**config.mk**
```make
export PLATFORM = sky130hd
export DESIGN_NAME = cp0_timer_bank_flat
export DESIGN_NICKNAME = d
export VERILOG_FILES = /design/src/rtl/cp0_timer_pkg.sv /design/src/rtl/cp0_timer_bank_if.sv /design/src/rtl/cp0_timer_ch.sv /design/src/rtl/cp0_timer_bank.sv /design/src/flat_wrapper.sv
export SDC_FILE = /design/constraint.sdc
export NUM_CORES = 1
export LEC_CHECK = 0
export BUFFER_PORTS_ARGS = -buffer_cell sky130_fd_sc_hd__clkbuf_2
export CAP_MARGIN = 20
export CORE_MARGIN = 10
export CORE_UTILIZATION = 30
export DETAILED_ROUTE_END_ITERATION = 12
export GPL_ROUTABILITY_DRIVEN = 1
export SETUP_SLACK_MARGIN = 0.4
export SLEW_MARGIN = 30
export SYNTH_ARGS = -nofsm -noshare
export SYNTH_HDL_FRONTEND = slang
export SYNTH_SLANG_ARGS = --single-unit
```
**constraint.sdc**
```tcl
create_clock -name clk -period 1.83 [get_ports clk]
set_input_delay 0.183 -clock clk [delete_from_list [all_inputs] [get_ports clk]]
set_output_delay 0.183 -clock clk [all_outputs]
set_load 0.02 [all_outputs]
```
**src/rtl/cp0_timer_pkg.sv**
```systemverilog
// Shared constants for the CP0 timer bank: register numbers, TCTRL bit
// positions and the largest supported channel count.
package cp0_timer_pkg;

    // CP0 register numbers decoded by the timer bank
    localparam logic [4:0] CP0_REG_COUNT   = 5'd9;
    localparam logic [4:0] CP0_REG_COMPARE = 5'd11;
    localparam logic [4:0] CP0_REG_TCTRL   = 5'd22;
    localparam logic [4:0] CP0_REG_TPERIOD = 5'd23;

    // TCTRL field positions
    localparam int TCTRL_EN       = 0;
    localparam int TCTRL_PERIODIC = 1;
    localparam int TCTRL_PEND     = 2;
    localparam int TCTRL_STOP     = 31;

    // The 3-bit sel field addresses at most eight channels
    localparam int CP0_TIMER_MAX_CH = 8;

endpackage

```
**src/rtl/cp0_timer_bank_if.sv**
```systemverilog
// mtc0/mfc0 register port shared with the CP0 register file. The core side
// is the master; the timer bank is the slave and returns combinational read data.
interface cp0_timer_bank_if;

    logic        we_i;
    logic [4:0]  waddr_i;
    logic [2:0]  wsel_i;
    logic [31:0] wdata_i;
    logic [4:0]  raddr_i;
    logic [2:0]  rsel_i;
    logic [31:0] rdata_o;

    modport master (
        output we_i, waddr_i, wsel_i, wdata_i, raddr_i, rsel_i,
        input  rdata_o
    );

    modport slave (
        input  we_i, waddr_i, wsel_i, wdata_i, raddr_i, rsel_i,
        output rdata_o
    );

endinterface

```
**src/rtl/cp0_timer_ch.sv**
```systemverilog
// One compare channel: compare value, optional reload period, EN/PERIODIC/PEND
// and the match/reload logic. Auto-reload storage exists only when
// CP0_TIMER_PERIODIC_EN is defined; otherwise the channel is one-shot.
module cp0_timer_ch
    import cp0_timer_pkg::*;
#(
    parameter int CNT_W = 32
) (
    input  logic             clk,
    input  logic             rst_n,
    input  logic [CNT_W-1:0] count_i,
    input  logic             cmp_we_i,
    input  logic             ctrl_we_i,
    input  logic             period_we_i,
    input  logic [CNT_W-1:0] wval_i,
    input  logic [2:0]       wctrl_i,
    output logic [CNT_W-1:0] compare_o,
    output logic [CNT_W-1:0] period_o,
    output logic             en_o,
    output logic             periodic_o,
    output logic             pend_o,
    output logic             intr_o
);

    logic [CNT_W-1:0] compare_q, compare_d;
    logic             en_q, en_d;
    logic             pend_q, pend_d;
    logic             match;

`ifdef CP0_TIMER_PERIODIC_EN
    logic [CNT_W-1:0] period_q, period_d;
    logic             periodic_q, periodic_d;

    // Next-state for the reload period and the PERIODIC mode bit
    always_comb begin
        period_d   = period_we_i ? wval_i : period_q;
        periodic_d = ctrl_we_i ? wctrl_i[TCTRL_PERIODIC] : periodic_q;
    end

    // Reload configuration registers
    always_ff @(posedge clk or negedge rst_n) begin
        if (!rst_n) begin
            period_q   <= '0;
            periodic_q <= 1'b0;
        end else begin
            period_q   <= period_d;
            periodic_q <= periodic_d;
        end
    end

    assign period_o   = period_q;
    assign periodic_o = periodic_q;
`else
    assign period_o   = '0;
    assign periodic_o = 1'b0;

    logic unused_periodic;
    assign unused_periodic = period_we_i ^ wctrl_i[TCTRL_PERIODIC];
`endif

    // A disabled channel never raises a match
    always_comb match = en_q && (count_i == compare_q);

    // Next-state: software writes, periodic reload, sticky pending
    always_comb begin
        // NOTE: every combinational output gets a default first, so no path
        // leaves it unassigned and no latch is inferred.
        compare_d = compare_q;
        en_d      = en_q;
        pend_d    = pend_q;

        // A COMPARE write wins over the reload value computed the same cycle
        if (cmp_we_i) begin
            compare_d = wval_i;
        end else if (match && periodic_o) begin
            compare_d = compare_q + period_o;
        end

        if (ctrl_we_i) begin
            en_d = wctrl_i[TCTRL_EN];
        end

        // Clears (COMPARE write, PEND write-1) lose to a simultaneous match
        if (match) begin
            pend_d = 1'b1;
        end else if (cmp_we_i || (ctrl_we_i && wctrl_i[TCTRL_PEND])) begin
            pend_d = 1'b0;
        end
    end

    // Channel state registers
    always_ff @(posedge clk or negedge rst_n) begin
        // NOTE: every flop here holds architectural state the core can read,
        // so all of them are cleared by the async reset.
        if (!rst_n) begin
            compare_q <= '0;
            en_q      <= 1'b0;
            pend_q    <= 1'b0;
        end else begin
            // NOTE: non-blocking assignments so every flop samples the
            // pre-edge values regardless of statement order.
            compare_q <= compare_d;
            en_q      <= en_d;
            pend_q    <= pend_d;
        end
    end

    assign compare_o = compare_q;
    assign en_o      = en_q;
    assign pend_o    = pend_q;
    assign intr_o    = pend_q & en_q;

endmodule

```
**src/rtl/cp0_timer_bank.sv**
```systemverilog
// Multi-channel CP0 timer: one free-running Count (with STOP), NUM_CH compare
// channels, CP0 write decode and the combinational read mux.
// Optional feature macro: CP0_TIMER_PERIODIC_EN enables TPERIOD and auto-reload.
module cp0_timer_bank
    import cp0_timer_pkg::*;
#(
    parameter int NUM_CH = 2,
    parameter int CNT_W  = 32
) (
    input  logic                clk,
    input  logic                rst_n,
    cp0_timer_bank_if.slave     bus_if,
    output logic [CNT_W-1:0]    count_o,
    output logic [NUM_CH-1:0]   timer_intr_o,
    output logic                timer_any_o
);

    logic [CNT_W-1:0] count_q, count_d;
    logic             stop_q, stop_d;

    logic wr_count, wr_cmp, wr_ctrl, wr_period;

    // Channel state padded out to eight entries; absent channels read as zero
    logic [CP0_TIMER_MAX_CH-1:0][CNT_W-1:0] cmp_arr;
    logic [CP0_TIMER_MAX_CH-1:0][CNT_W-1:0] per_arr;
    logic [CP0_TIMER_MAX_CH-1:0]            en_vec;
    logic [CP0_TIMER_MAX_CH-1:0]            periodic_vec;
    logic [CP0_TIMER_MAX_CH-1:0]            pend_vec;
    logic [NUM_CH-1:0]                      intr_vec;
    logic [31:0]                            rdata;

    // Register-number decode of the mtc0 port
    always_comb begin
        wr_count  = bus_if.we_i && (bus_if.waddr_i == CP0_REG_COUNT);
        wr_cmp    = bus_if.we_i && (bus_if.waddr_i == CP0_REG_COMPARE);
        wr_ctrl   = bus_if.we_i && (bus_if.waddr_i == CP0_REG_TCTRL);
        wr_period = bus_if.we_i && (bus_if.waddr_i == CP0_REG_TPERIOD);
    end

    // Count next-state: a COUNT write overrides the increment; STOP freezes it
    always_comb begin
        count_d = count_q;
        stop_d  = stop_q;
        if (wr_count) begin
            count_d = bus_if.wdata_i[CNT_W-1:0];
        end else if (!stop_q) begin
            count_d = count_q + CNT_W'(1);
        end
        if (wr_ctrl && (bus_if.wsel_i == 3'd0)) begin
            stop_d = bus_if.wdata_i[TCTRL_STOP];
        end
    end

    // Shared Count and STOP registers
    always_ff @(posedge clk or negedge rst_n) begin
        if (!rst_n) begin
            count_q <= '0;
            stop_q  <= 1'b0;
        end else begin
            count_q <= count_d;
            stop_q  <= stop_d;
        end
    end

    // Compare channels; sel values at or above NUM_CH hit no channel
    for (genvar g = 0; g < CP0_TIMER_MAX_CH; g++) begin : g_ch
        if (g < NUM_CH) begin : g_live
            cp0_timer_ch #(
                .CNT_W (CNT_W)
            ) u_ch (
                .clk         (clk),
                .rst_n       (rst_n),
                .count_i     (count_q),
                .cmp_we_i    (wr_cmp    && (bus_if.wsel_i == 3'(g))),
                .ctrl_we_i   (wr_ctrl   && (bus_if.wsel_i == 3'(g))),
                .period_we_i (wr_period && (bus_if.wsel_i == 3'(g))),
                .wval_i      (bus_if.wdata_i[CNT_W-1:0]),
                .wctrl_i     (bus_if.wdata_i[2:0]),
                .compare_o   (cmp_arr[g]),
                .period_o    (per_arr[g]),
                .en_o        (en_vec[g]),
                .periodic_o  (periodic_vec[g]),
                .pend_o      (pend_vec[g]),
                .intr_o      (intr_vec[g])
            );
        end else begin : g_pad
            assign cmp_arr[g]      = '0;
            assign per_arr[g]      = '0;
            assign en_vec[g]       = 1'b0;
            assign periodic_vec[g] = 1'b0;
            assign pend_vec[g]     = 1'b0;
        end
    end

    // Combinational read mux; narrow registers are zero-extended to 32 bits
    always_comb begin
        rdata = '0;
        case (bus_if.raddr_i)
            CP0_REG_COUNT: begin
                rdata[CNT_W-1:0] = count_q;
            end
            CP0_REG_COMPARE: begin
                rdata[CNT_W-1:0] = cmp_arr[bus_if.rsel_i];
            end
            CP0_REG_TCTRL: begin
                rdata[TCTRL_EN]       = en_vec[bus_if.rsel_i];
                rdata[TCTRL_PERIODIC] = periodic_vec[bus_if.rsel_i];
                rdata[TCTRL_PEND]     = pend_vec[bus_if.rsel_i];
                rdata[TCTRL_STOP]     = stop_q && (bus_if.rsel_i == 3'd0);
            end
`ifdef CP0_TIMER_PERIODIC_EN
            CP0_REG_TPERIOD: begin
                rdata[CNT_W-1:0] = per_arr[bus_if.rsel_i];
            end
`endif
            default: begin
                rdata = '0;
            end
        endcase
    end

    assign bus_if.rdata_o = rdata;
    assign count_o        = count_q;
    assign timer_intr_o   = intr_vec;
    assign timer_any_o    = |intr_vec;

    // Write-data bits above the register width and unused TCTRL bits are dropped
    logic unused_wdata;
    assign unused_wdata = ^bus_if.wdata_i;

`ifndef CP0_TIMER_PERIODIC_EN
    logic unused_period;
    assign unused_period = ^per_arr;
`endif

endmodule

```
**src/flat_wrapper.sv**
```systemverilog
// flat-port wrapper written by rule: the top's interface ports become plain ports
module cp0_timer_bank_flat import cp0_timer_pkg::*;
#(
    parameter int NUM_CH = 2,
    parameter int CNT_W  = 32
)
  (clk, rst_n, count_o, timer_intr_o, timer_any_o, bus_if_we_i, bus_if_waddr_i, bus_if_wsel_i, bus_if_wdata_i, bus_if_raddr_i, bus_if_rsel_i, bus_if_rdata_o);
  cp0_timer_bank_if bus_if_i ();
  input  logic clk;
  input  logic rst_n;
  output logic [CNT_W-1:0] count_o;
  output logic [NUM_CH-1:0] timer_intr_o;
  output logic timer_any_o;
  input wire logic [$bits(bus_if_i.we_i)-1:0] bus_if_we_i;
  input wire logic [$bits(bus_if_i.waddr_i)-1:0] bus_if_waddr_i;
  input wire logic [$bits(bus_if_i.wsel_i)-1:0] bus_if_wsel_i;
  input wire logic [$bits(bus_if_i.wdata_i)-1:0] bus_if_wdata_i;
  input wire logic [$bits(bus_if_i.raddr_i)-1:0] bus_if_raddr_i;
  input wire logic [$bits(bus_if_i.rsel_i)-1:0] bus_if_rsel_i;
  output wire logic [$bits(bus_if_i.rdata_o)-1:0] bus_if_rdata_o;
  assign bus_if_i.we_i = bus_if_we_i;
  assign bus_if_i.waddr_i = bus_if_waddr_i;
  assign bus_if_i.wsel_i = bus_if_wsel_i;
  assign bus_if_i.wdata_i = bus_if_wdata_i;
  assign bus_if_i.raddr_i = bus_if_raddr_i;
  assign bus_if_i.rsel_i = bus_if_rsel_i;
  assign bus_if_rdata_o = bus_if_i.rdata_o;
  cp0_timer_bank #(.NUM_CH(NUM_CH), .CNT_W(CNT_W)) u_core (.clk(clk), .rst_n(rst_n), .bus_if(bus_if_i), .count_o(count_o), .timer_intr_o(timer_intr_o), .timer_any_o(timer_any_o));
endmodule
```
==> run_results.csv, run 1 <==
group,metric,value,unit
run_status,status,"finished clean",
place,place_congestion,0.842,
clock_network,cts_tree,"yes",
route,vias_per_cell,5.20,
timing,worstMarginPinSlew,0.571,ns
die,rows,52,
logic_synthesis,yosysWarnings,0,
die,initial_core_util,30.5,%
logic_synthesis,async_reset_ff_share,100,%
setup_path,cp.required,2.12,ns
route,drc,0,
worst_hold_path,hp-class,"in -> reg",
layout,final_common_cell,"clkbuf_2",
logic_synthesis,synthFlopType,"dfrtp_1",
logic_synthesis,netlist_area,0.00620,mm^2
setup_path,cp-start-kind,"flip-flop",
clock_network,cts_sinks,101,
clock_network,clk_latency,0.36,ns
die,ioPinCount,118,
place,dp_worst_setup_slack,-0.117,ns
clock_network,path_clk_slew,0.07,ns
grt,grt_pass1_wl,33600,um
power_and_ir_drop,ir_drop,0.543,mV
logic_synthesis,syn_inst,605,
route,via_count,5544,
logic_synthesis,synth_edf_count,0,
die,die_x,164,um
timing,rsz0062_at_grt,"yes",
setup_path,critPathCaptureType,"flip-flop",
clock_network,htreeDepth,3,
layout,regArea,0.00257,mm^2
route,routed_wl,24300,um
clock_network,cts_root_buf,"clkbuf_16",
route,ant_nets,0,
die,die_area,0.0268,mm^2
power_and_ir_drop,p_leak,4.72,nW
logic_synthesis,synth_cell_types,47,
timing,fin_ws,0.0881,ns
power_and_ir_drop,finalPower,0.00901,W
grt,gr-total-overflow,0,
layout,final_cell_mix,"81 x clkbuf_2, 73 x buf_4, 70 x dfrtp_1",
grt,grt_pass1_vias,5405,
timing,max_freq,574,MHz
timing,final.setup.tns,0,ns
layout,finish.instance_area,0.00962,mm^2
grt,antenna_found_initial,2,
clock_network,clock_path_buffers,2,
layout,area_delta_synth_final,55.2,%
grt,grt_util_all_layers,16.6,%
route,drt_iter0_drc,433,
route,wl_per_cell,22.8,um
logic_synthesis,ys_seq_elements,101,
setup_path,critPathKind,"reg -> reg",
run,drv_cap,0,
timing,finalCriticalPeriod,1.74,ns
logic_synthesis,avgSynthCellArea,10.2,um^2
setup_path,cp.arrival,2.03,ns
clock_network,numCtsBuffers,9,
layout,fin_nets,842,
place,hpwl,15100,um
logic_synthesis,seq_area_frac_synth,40.8,%
timing,skew,0.0129,ns
place,io_buffers,117,
die,dieHeight,164,um
layout,drive_above_1_share,55.2,%
logic_synthesis,syn_nets,657,
timing,drv_slew,0,
power_and_ir_drop,cellPowerDensity,936,mW/mm^2
layout,multiInputGateArea,0.00424,mm^2
timing,setup_viol,0,
die,core,0.0203,mm^2
route,first_pass_iters,4,
grt,grt_max_degree,65,
timing,max_slew_margin,61.5,%
timing,min_period_over_period,95.2,%
layout,nFillCells,1824,
timing,final_hold_viol_count,0,
setup_path,path_max_fanout,3,
place,place_area,0.00750,mm^2
==> cells by family after synthesis <==
| family | share of synthesized area [%] |
|---|---|
| fa+ha+maj | 0.202 |
| simple gates | 15.1 |
| buf+inv | 4.94 |
| flops | 40.8 |
| xor+xnor | 13.4 |
| compound gates | 6.07 |
| mux | 19.5 |
==> report_power, final <==
part           leakage, nW  internal (W)  total, W  switching (W)
clock network        0.158       0.00117   0.00204       0.000875
registers             1.29       0.00259   0.00300       0.000411
logic                 3.27       0.00171   0.00397        0.00225
total                 4.72       0.00547   0.00901        0.00354
==> final cells by class <==
class	instances	share of cell area (%)
multi-input combinational	441	44.1
timing repair buffer	232	22.2
clock buffer	12	2.77
antenna	1	0.0260
clock inverter	4	0.468
tap	270	3.51
sequential	101	26.7
inverter	5	0.195
==> critical path: stages, from the launching register on <==
cell and delay [ns]:
dfrtp_1 0.41, xnor2_1 0.33, nand4_1 0.18, nor4_1 0.37, buf_4 0.18, nand4_1 0.07
o21ai_1 0.13
==> synthesized netlist by cell type (2+ instances only) <==
cell type	count	share of area, %
nor4_2	6	1.2
xnor2_1	56	7.9
buf_2	22	1.8
and4_1	2	0.28
o21ai_1	34	2.7
or4_1	2	0.24
nand3b_1	2	0.24
nand4_1	19	1.9
buf_6	4	0.73
nor3b_1	4	0.48
buf_4	3	0.36
dfrtp_1	101	41
inv_1	4	0.24
nand2b_1	2	0.20
nor2_1	39	2.4
mux2i_1	34	5.5
nand3_1	12	0.97
clkbuf_1	22	1.3
and2_1	5	0.50
nor4_1	12	1.2
nand2_1	42	2.5
xor2_1	39	5.5
mux2_1	37	6.7
a21oi_1	34	2.7
nand4b_1	2	0.28
nor3_1	8	0.65
mux2_4	30	7.3
buf_1	6	0.36
and3_1	4	0.40
==> state kept, by name (all words and copies together), names as in the netlist <==
| signal | flops |
|---|---|
| u_core.g_ch.g_live.u_ch.compare_o | 64 |
| u_core.stop_q | 1 |
| u_core.count_o | 32 |
| u_core.g_ch.g_live.u_ch.pend_o | 2 |
| u_core.g_ch.g_live.u_ch.en_o | 2 |
==> worst paths after layout <==
path	from	endpoint	slack (ns)	cells past startpoint
worst min register to register	u_core.g_ch[1].g_live.u_ch.compare_o[13]	u_core.g_ch[1].g_live.u_ch.compare_o[13]	0.54	1
min in group asynchronous	rst_n	u_core.g_ch[0].g_live.u_ch.compare_o[21]	0.29	2
worst min-delay path	bus_if_wdata_i[8]	u_core.g_ch[1].g_live.u_ch.compare_o[8]	0.07	2
worst max-delay path	u_core.g_ch[1].g_live.u_ch.compare_o[28]	u_core.g_ch[1].g_live.u_ch.pend_o	0.09	6
max in group asynchronous	rst_n	u_core.count_o[7]	0.93	3
worst max register to register	u_core.g_ch[1].g_live.u_ch.compare_o[28]	u_core.g_ch[1].g_live.u_ch.pend_o	0.09	6
==> per-layer routing <==
metal / vias up / GRT usage [%] / wire length (um)
li1: 2474 / - / -
met1: 2760 / 22.4 / 10300
met2: 248 / 25.9 / 11100
met3: 60 / 4.93 / 2000
met4: 2 / 2.76 / 858
met5: - / 0 / 10
==> metrics by stage <==
step | util [%] | hold slack, ns | cells
4_1_cts | 43.2 | 0.0717 | 1041
2_1_floorplan | - | -0.113 | 605
3_3_place_gp | 36.9 | 0.142 | 982
3_5_place_dp | 36.9 | 0.144 | 982
5_1_grt | 47.4 | 0.0836 | 1065
6_report | 47.4 | 0.0708 | 1066
==> what timing repair did <==
| item | CTS | global route |
|---|---|---|
| hold buffers | 1 | 0 |
| endpoints found under the setup margin | 93 | 126 |
| endpoints found under the hold margin | 24 | 0 |
| setup buffers | 35 | 19 |
| pin swaps | 31 | 59 |
| gates cloned | 7 | 5 |
| gates resized for setup | 108 | 172 |
Power figures use the tool's default switching activity.
==> run 2, diff against run 1 <==
--- a/config.mk
+++ b/config.mk
@@ -8,5 +8,4 @@
 export BUFFER_PORTS_ARGS = -buffer_cell sky130_fd_sc_hd__clkbuf_2
 export CAP_MARGIN = 20
-export CORE_MARGIN = 10
 export CORE_UTILIZATION = 30
 export DETAILED_ROUTE_END_ITERATION = 12
==> constraint.sdc (replaced) <==
create_clock -name clk -period 1.83 [get_ports clk]
set_input_delay 0.183 -clock clk [delete_from_list [all_inputs] [get_ports clk]]
set_output_delay 0.183 -clock clk [all_outputs]
set_load 0.1 [all_outputs]
==> run 2 against run 1 <==
Compared with the run above:
- die area shrank 21%
- critical endpoint is now u_core.count_o[31]
- sequential share of layout area shrank 2.0 points
- count of clock-buffer cells in the layout grew 2
- final cell count grew 0.38%
- routed wire length shrank 6.2%
- worst hold slack is essentially flat
- clock skew grew 0.00092 ns
- global-route usage grew 3.9 points
- critical path type unchanged
- register-to-register slack lost 0.12 ns
- the flow now finishes with violations (setup timing)
- sequential power grew 6%
- utilization grew 5.6 points
==> run_results.csv, run 2 (synthesized netlist as in run 1, its figures left out) <==
group,metric,value,unit
layout,num_antenna_cells,0,
setup_path,rrSetupSlack,-0.03,ns
place,place_congestion,0.840,
run_status,status,"finished, violations left",
route,drt_iter0_drc,415,
route,via_count,5462,
route,first_pass_iters,5,
clock_network,clk_latency,0.36,ns
timing,max_freq,537,MHz
timing,final_hold_viol_count,0,
layout,largest_register_ffs,64,
setup_path,cp.required,2.06,ns
clock_network,cts_root_buf,"clkbuf_16",
setup_path,path_max_fanout,2,
setup_path,rr_endpoint,"u_core.count_o[31]",
worst_hold_path,hp-class,"in -> reg",
route,ant_nets,0,
timing,min_period_over_period,102,%
timing,max_slew_margin,63.8,%
timing,fin_ws,-0.0310,ns
power_and_ir_drop,finalPower,0.0115,W
layout,nFillCells,1639,
clock_network,htreeDepth,3,
route,vias_per_cell,5.10,
route,routed_wl,22800,um
clock_network,numCtsBuffers,9,
grt,grt_pass1_wl,32700,um
layout,area_delta_synth_final,72.8,%
layout,final_cell_mix,"68 x dfrtp_1, 57 x buf_4, 51 x buf_12",
die,ioPinCount,118,
power_and_ir_drop,p_leak,4.93,nW
die,initial_core_util,30.6,%
clock_network,path_clk_slew,0.07,ns
grt,grt_pass1_vias,5510,
route,drc,0,
layout,fin_nets,847,
run,drv_cap,0,
layout,stdcell_count,1070,
setup_path,cp-start-kind,"flip-flop",
timing,final.setup.tns,-0.0310,ns
die,die_x,146,um
place,dp.cells,986,
place,hpwl,14200,um
clock_network,cts_tree,"yes",
setup_path,cp.arrival,2.09,ns
clock_network,cts_sinks,101,
power_and_ir_drop,ir_drop,0.520,mV
timing,skew,0.0138,ns
layout,final_util,52.9,%
worst_hold_path,hold_start,"bus_if_wdata_i[28]",
timing,finalCriticalPeriod,1.86,ns
die,die_area,0.0212,mm^2
setup_path,critPathKind,"reg -> reg",
setup_path,critPathCaptureType,"flip-flop",
worst_hold_path,hold_end,"u_core.g_ch[1].g_live.u_ch.compare_o[28]",
die,dieHeight,146,um
clock_network,clock_path_buffers,2,
grt,grt_util_all_layers,20.5,%
die,rows,52,
route,wl_per_cell,21.3,um
die,core,0.0202,mm^2
timing,setup_viol,1,
run_status,violations,"setup timing",
power_and_ir_drop,cellPowerDensity,1070,mW/mm^2
worst_hold_path,holdPathStages,2,
grt,grt_max_degree,65,
setup_path,r2r_cells,6,
layout,final_common_cell,"dfrtp_1",
timing,whs,0.0709,ns
grt,antenna_found_initial,1,
timing,worstMarginPinSlew,0.543,ns
timing,rsz0062_at_grt,"yes",
grt,gr-total-overflow,0,
place,io_buffers,117,
layout,drive_above_1_share,56.9,%
timing,drv_slew,0,
setup_path,r2r-start,"u_core.count_o[20]",
run 2: how the worst max path moves through the flow:
stage                                               end          startpoint  slack, ns  depth (start not counted)
6_report                             u_core.count_o[31]  u_core.count_o[20]      -0.03                          6
5_1_grt                              u_core.count_o[31]  u_core.count_o[20]      -0.05                          6
4_1_cts                              u_core.count_o[31]  u_core.count_o[20]       0.03                          6
3_5_place_dp   u_core.g_ch[0].g_live.u_ch.compare_o[29]   bus_if_waddr_i[4]      -0.11                          6
3_3_place_gp   u_core.g_ch[0].g_live.u_ch.compare_o[17]   bus_if_waddr_i[4]      -0.08                          6
2_1_floorplan                        u_core.count_o[31]  u_core.count_o[26]      -0.10                          6
run 2: area by class of cell:
class / count / area (um^2) / share of cell area, %
Sequential cell: 101 / 2650 / 24.7
Tap cell: 270 / 338 / 3.15
Clock buffer: 14 / 254 / 2.37
Timing Repair Buffer: 237 / 2960 / 27.6
Clock inverter: 2 / 12.5 / 0.117
Inverter: 5 / 18.8 / 0.175
Multi-Input combinational cell: 441 / 4490 / 41.9
run 2: repair_timing:
action / 4_1_cts / 5_1_grt
setup endpoints to repair: 127 / 113
hold buffers: 1 / 0
endpoints found under the hold margin: 34 / 0
gates resized for setup: 182 / 88
pin swaps: 55 / 43
setup buffers: 37 / 21
gates cloned: 4 / 5
run 2: stage by stage:
stage	instance area (um^2)	setup slack, ns
after floorplan	7150	-0.101
after global placement	8500	-0.0793
after detailed placement	8500	-0.108
after CTS	10100	0.0344
after global routing	10700	-0.0486
final	10700	-0.0310
run 2: power breakdown:
group          leakage, nW  internal [W]  total, W  switching (W)
logic                 3.51       0.00260   0.00650        0.00390
registers             1.29       0.00270   0.00317       0.000470
clock network        0.127      0.000963   0.00184       0.000878
total                 4.93       0.00627    0.0115        0.00525
run 2: critical path, cell delays in order, from the launching register on:
cell and delay, ns:
dfrtp_4 0.40, nand4_1 0.18, or4_4 0.58, nor4_4 0.22, buf_4 0.18, xnor2_2 0.10, a21oi_1 0.08
run 2: layer usage:
layer / up-vias / routed length (um) / global-route usage [%]
li1: 2489 / - / -
met2: 214 / 11100 / 33.4
met3: 53 / 1380 / 4.11
met5: - / 0 / 0
met1: 2706 / 9330 / 26.6
met4: 0 / 998 / 8.00
==> run 3, diff against run 2 <==
CORE_UTILIZATION = 50   (was 30)
PLACE_DENSITY = 0.73   (was default)
REMOVE_ABC_BUFFERS = 1   (was default)
==> run 3 against run 2 <==
Compared with the run above:
- the flow still finishes with violations (setup timing)
- worst setup slack got worse by 0.29 ns
- count of clock-buffer cells in the layout decreased by 5
- first-iteration DRC count increased by 57%
- largest power group unchanged
==> run_results.csv, run 3 (synthesized netlist as in run 1, its figures left out) <==
group,metric,value,unit
grt,grt_pass1_wl,37100,um
setup_path,path_max_fanout,8,
timing,max_freq,464,MHz
setup_path,cp.required,2.12,ns
timing,worstMarginPinSlew,0.925,ns
setup_path,r2r_cells,5,
power_and_ir_drop,internal-power,0.00615,W
route,ant_nets,0,
grt,grt_util_all_layers,38.7,%
run,drv_cap,0,
layout,final_cell_mix,"87 x dfrtp_1, 74 x buf_4, 47 x clkbuf_2",
route,routed_wl,28600,um
worst_hold_path,holdPathStages,2,
timing,whs,0.0902,ns
clock_network,cts_tree,"yes",
timing,max_slew_margin,37.8,%
place,dp.cells,879,
setup_path,r2r-start,"u_core.count_o[19]",
power_and_ir_drop,clock_power_share,19.1,%
setup_path,cp-start-kind,"flip-flop",
power_and_ir_drop,power_switching,0.00566,W
die,ioPinCount,118,
layout,area_delta_synth_final,64.2,%
route,drt_iter0_drc,652,
place,place_congestion,0.892,
place,hpwl,12300,um
timing,finalCriticalPeriod,2.15,ns
timing,final_hold_viol_count,0,
die,die_x,113,um
place,place_area,0.00765,mm^2
layout,fin_nets,833,
power_and_ir_drop,ir_drop,0.756,mV
setup_path,critPathKind,"reg -> reg",
layout,drive_above_1_share,54.5,%
place,io_buffers,117,
run_status,violations,"setup timing",
grt,grt_max_degree,65,
power_and_ir_drop,p_leak,4.81,nW
setup_path,cp.arrival,2.44,ns
power_and_ir_drop,cellPowerDensity,1160,mW/mm^2
route,wl_per_cell,30.0,um
timing,min_period_over_period,118,%
timing,drv_slew,0,
place,dp_worst_setup_slack,-0.138,ns
layout,num_antenna_cells,0,
layout,stdcell_count,954,
layout,multiInputGateArea,0.00453,mm^2
timing,rsz0062_at_grt,"yes",
grt,gr-total-overflow,0,
power_and_ir_drop,p_sw_share,48.0,%
route,first_pass_iters,5,
layout,nFillCells,494,
clock_network,path_clk_slew,0.08,ns
power_and_ir_drop,p_seq_share,26.2,%
layout,finish.instance_area,0.0102,mm^2
route,drc,0,
grt,antenna_found_initial,0,
clock_network,clock_path_buffers,2,
setup_path,rr_endpoint,"u_core.g_ch[1].g_live.u_ch.pend_o",
die,dieHeight,113,um
layout,final_common_cell,"dfrtp_1",
clock_network,cts_root_buf,"clkbuf_16",
clock_network,clk_latency,0.36,ns
setup_path,critPathCaptureType,"flip-flop",
route,vias_per_cell,6.67,
timing,setup_viol,8,
die,core,0.0121,mm^2
layout,regArea,0.00254,mm^2
clock_network,htreeDepth,3,
run_status,status,"finished, violations left",
layout,largest_register_ffs,64,
die,die_area,0.0128,mm^2
worst_hold_path,hp-class,"in -> reg",
grt,grt_pass1_vias,6222,
clock_network,numCtsBuffers,9,
clock_network,cts_sinks,101,
die,initial_core_util,51.4,%
die,rows,40,
setup_path,rrSetupSlack,-0.32,ns
power_and_ir_drop,combPwrFrac,54.7,%
timing,fin_ws,-0.323,ns
route,via_count,6363,
worst_hold_path,hold_end,"u_core.g_ch[1].g_live.u_ch.compare_o[25]",
timing,skew,0.0156,ns
worst_hold_path,hold_start,"bus_if_wdata_i[25]",
## run 3: repair_timing
action	in CTS	in global routing
buffers inserted	25	22
pin swaps	59	76
hold buffers	1	0
gates resized for setup	244	104
endpoints found under the setup margin	128	152
endpoints found under the hold margin	33	0
cloned	10	1
## run 3: cell type report
type | count | share of cell area, %
flip-flops and latches | 101 | 25.0
multi-input cells | 442 | 44.5
clock inverters | 7 | 1.12
well taps | 168 | 2.07
clock buffers | 9 | 2.21
inverters | 5 | 0.184
repair buffers | 222 | 24.9
## run 3: power by group through the flow
| stage | registers, W | clock network, W | logic, W |
|---|---|---|---|
| floorplan | 0.00485 | 0 | 0.00122 |
| global placement | 0.00293 | 0 | 0.00446 |
| detailed placement | 0.00295 | 0 | 0.00453 |
| CTS | 0.00296 | 0.00221 | 0.00555 |
| global route | 0.00310 | 0.00234 | 0.00656 |
| finish | 0.00310 | 0.00225 | 0.00646 |
## run 3: worst max-delay path, stage by stage, from the launching register on
cell and delay, ns:
dfrtp_1 0.43, buf_12 0.16, xor2_1 0.15, nor4_2 0.75, nand3_1 0.35, o21ai_1 0.23
## run 3: how the worst max path moves through the flow
| stage | end | from |
|---|---|---|
| finish | u_core.g_ch[1].g_live.u_ch.pend_o | u_core.count_o[19] |
| floorplan | bus_if_rdata_o[31] | u_core.count_o[31] |
| global route | u_core.g_ch[1].g_live.u_ch.pend_o | u_core.count_o[20] |
| detailed placement | u_core.g_ch[0].g_live.u_ch.compare_o[16] | bus_if_waddr_i[4] |
| global placement | u_core.g_ch[0].g_live.u_ch.compare_o[16] | bus_if_waddr_i[4] |
| CTS | u_core.g_ch[0].g_live.u_ch.pend_o | u_core.count_o[6] |
## run 3: per-stage QoR
| stage | TNS, ns | utilization, % | power, W |
|---|---|---|---|
| finish | -0.858 | 84.4 | 0.0118 |
| global route | -1.21 | 84.4 | 0.0120 |
| CTS | 0 | 79.3 | 0.0107 |
| detailed placement | -3.36 | 63.4 | 0.00748 |
| global placement | -2.83 | 63.4 | 0.00739 |
| floorplan | -57.42 | - | 0.00608 |
## run 3: metal layers
metal | up-vias | global-route usage (%) | wire (um)
li1 | 2465 | - | -
met5 | - | 0 | 0
met4 | 0 | 21.4 | 2410
met2 | 584 | 62.0 | 13000
met3 | 207 | 8.89 | 3180
met1 | 3107 | 48.6 | 10100
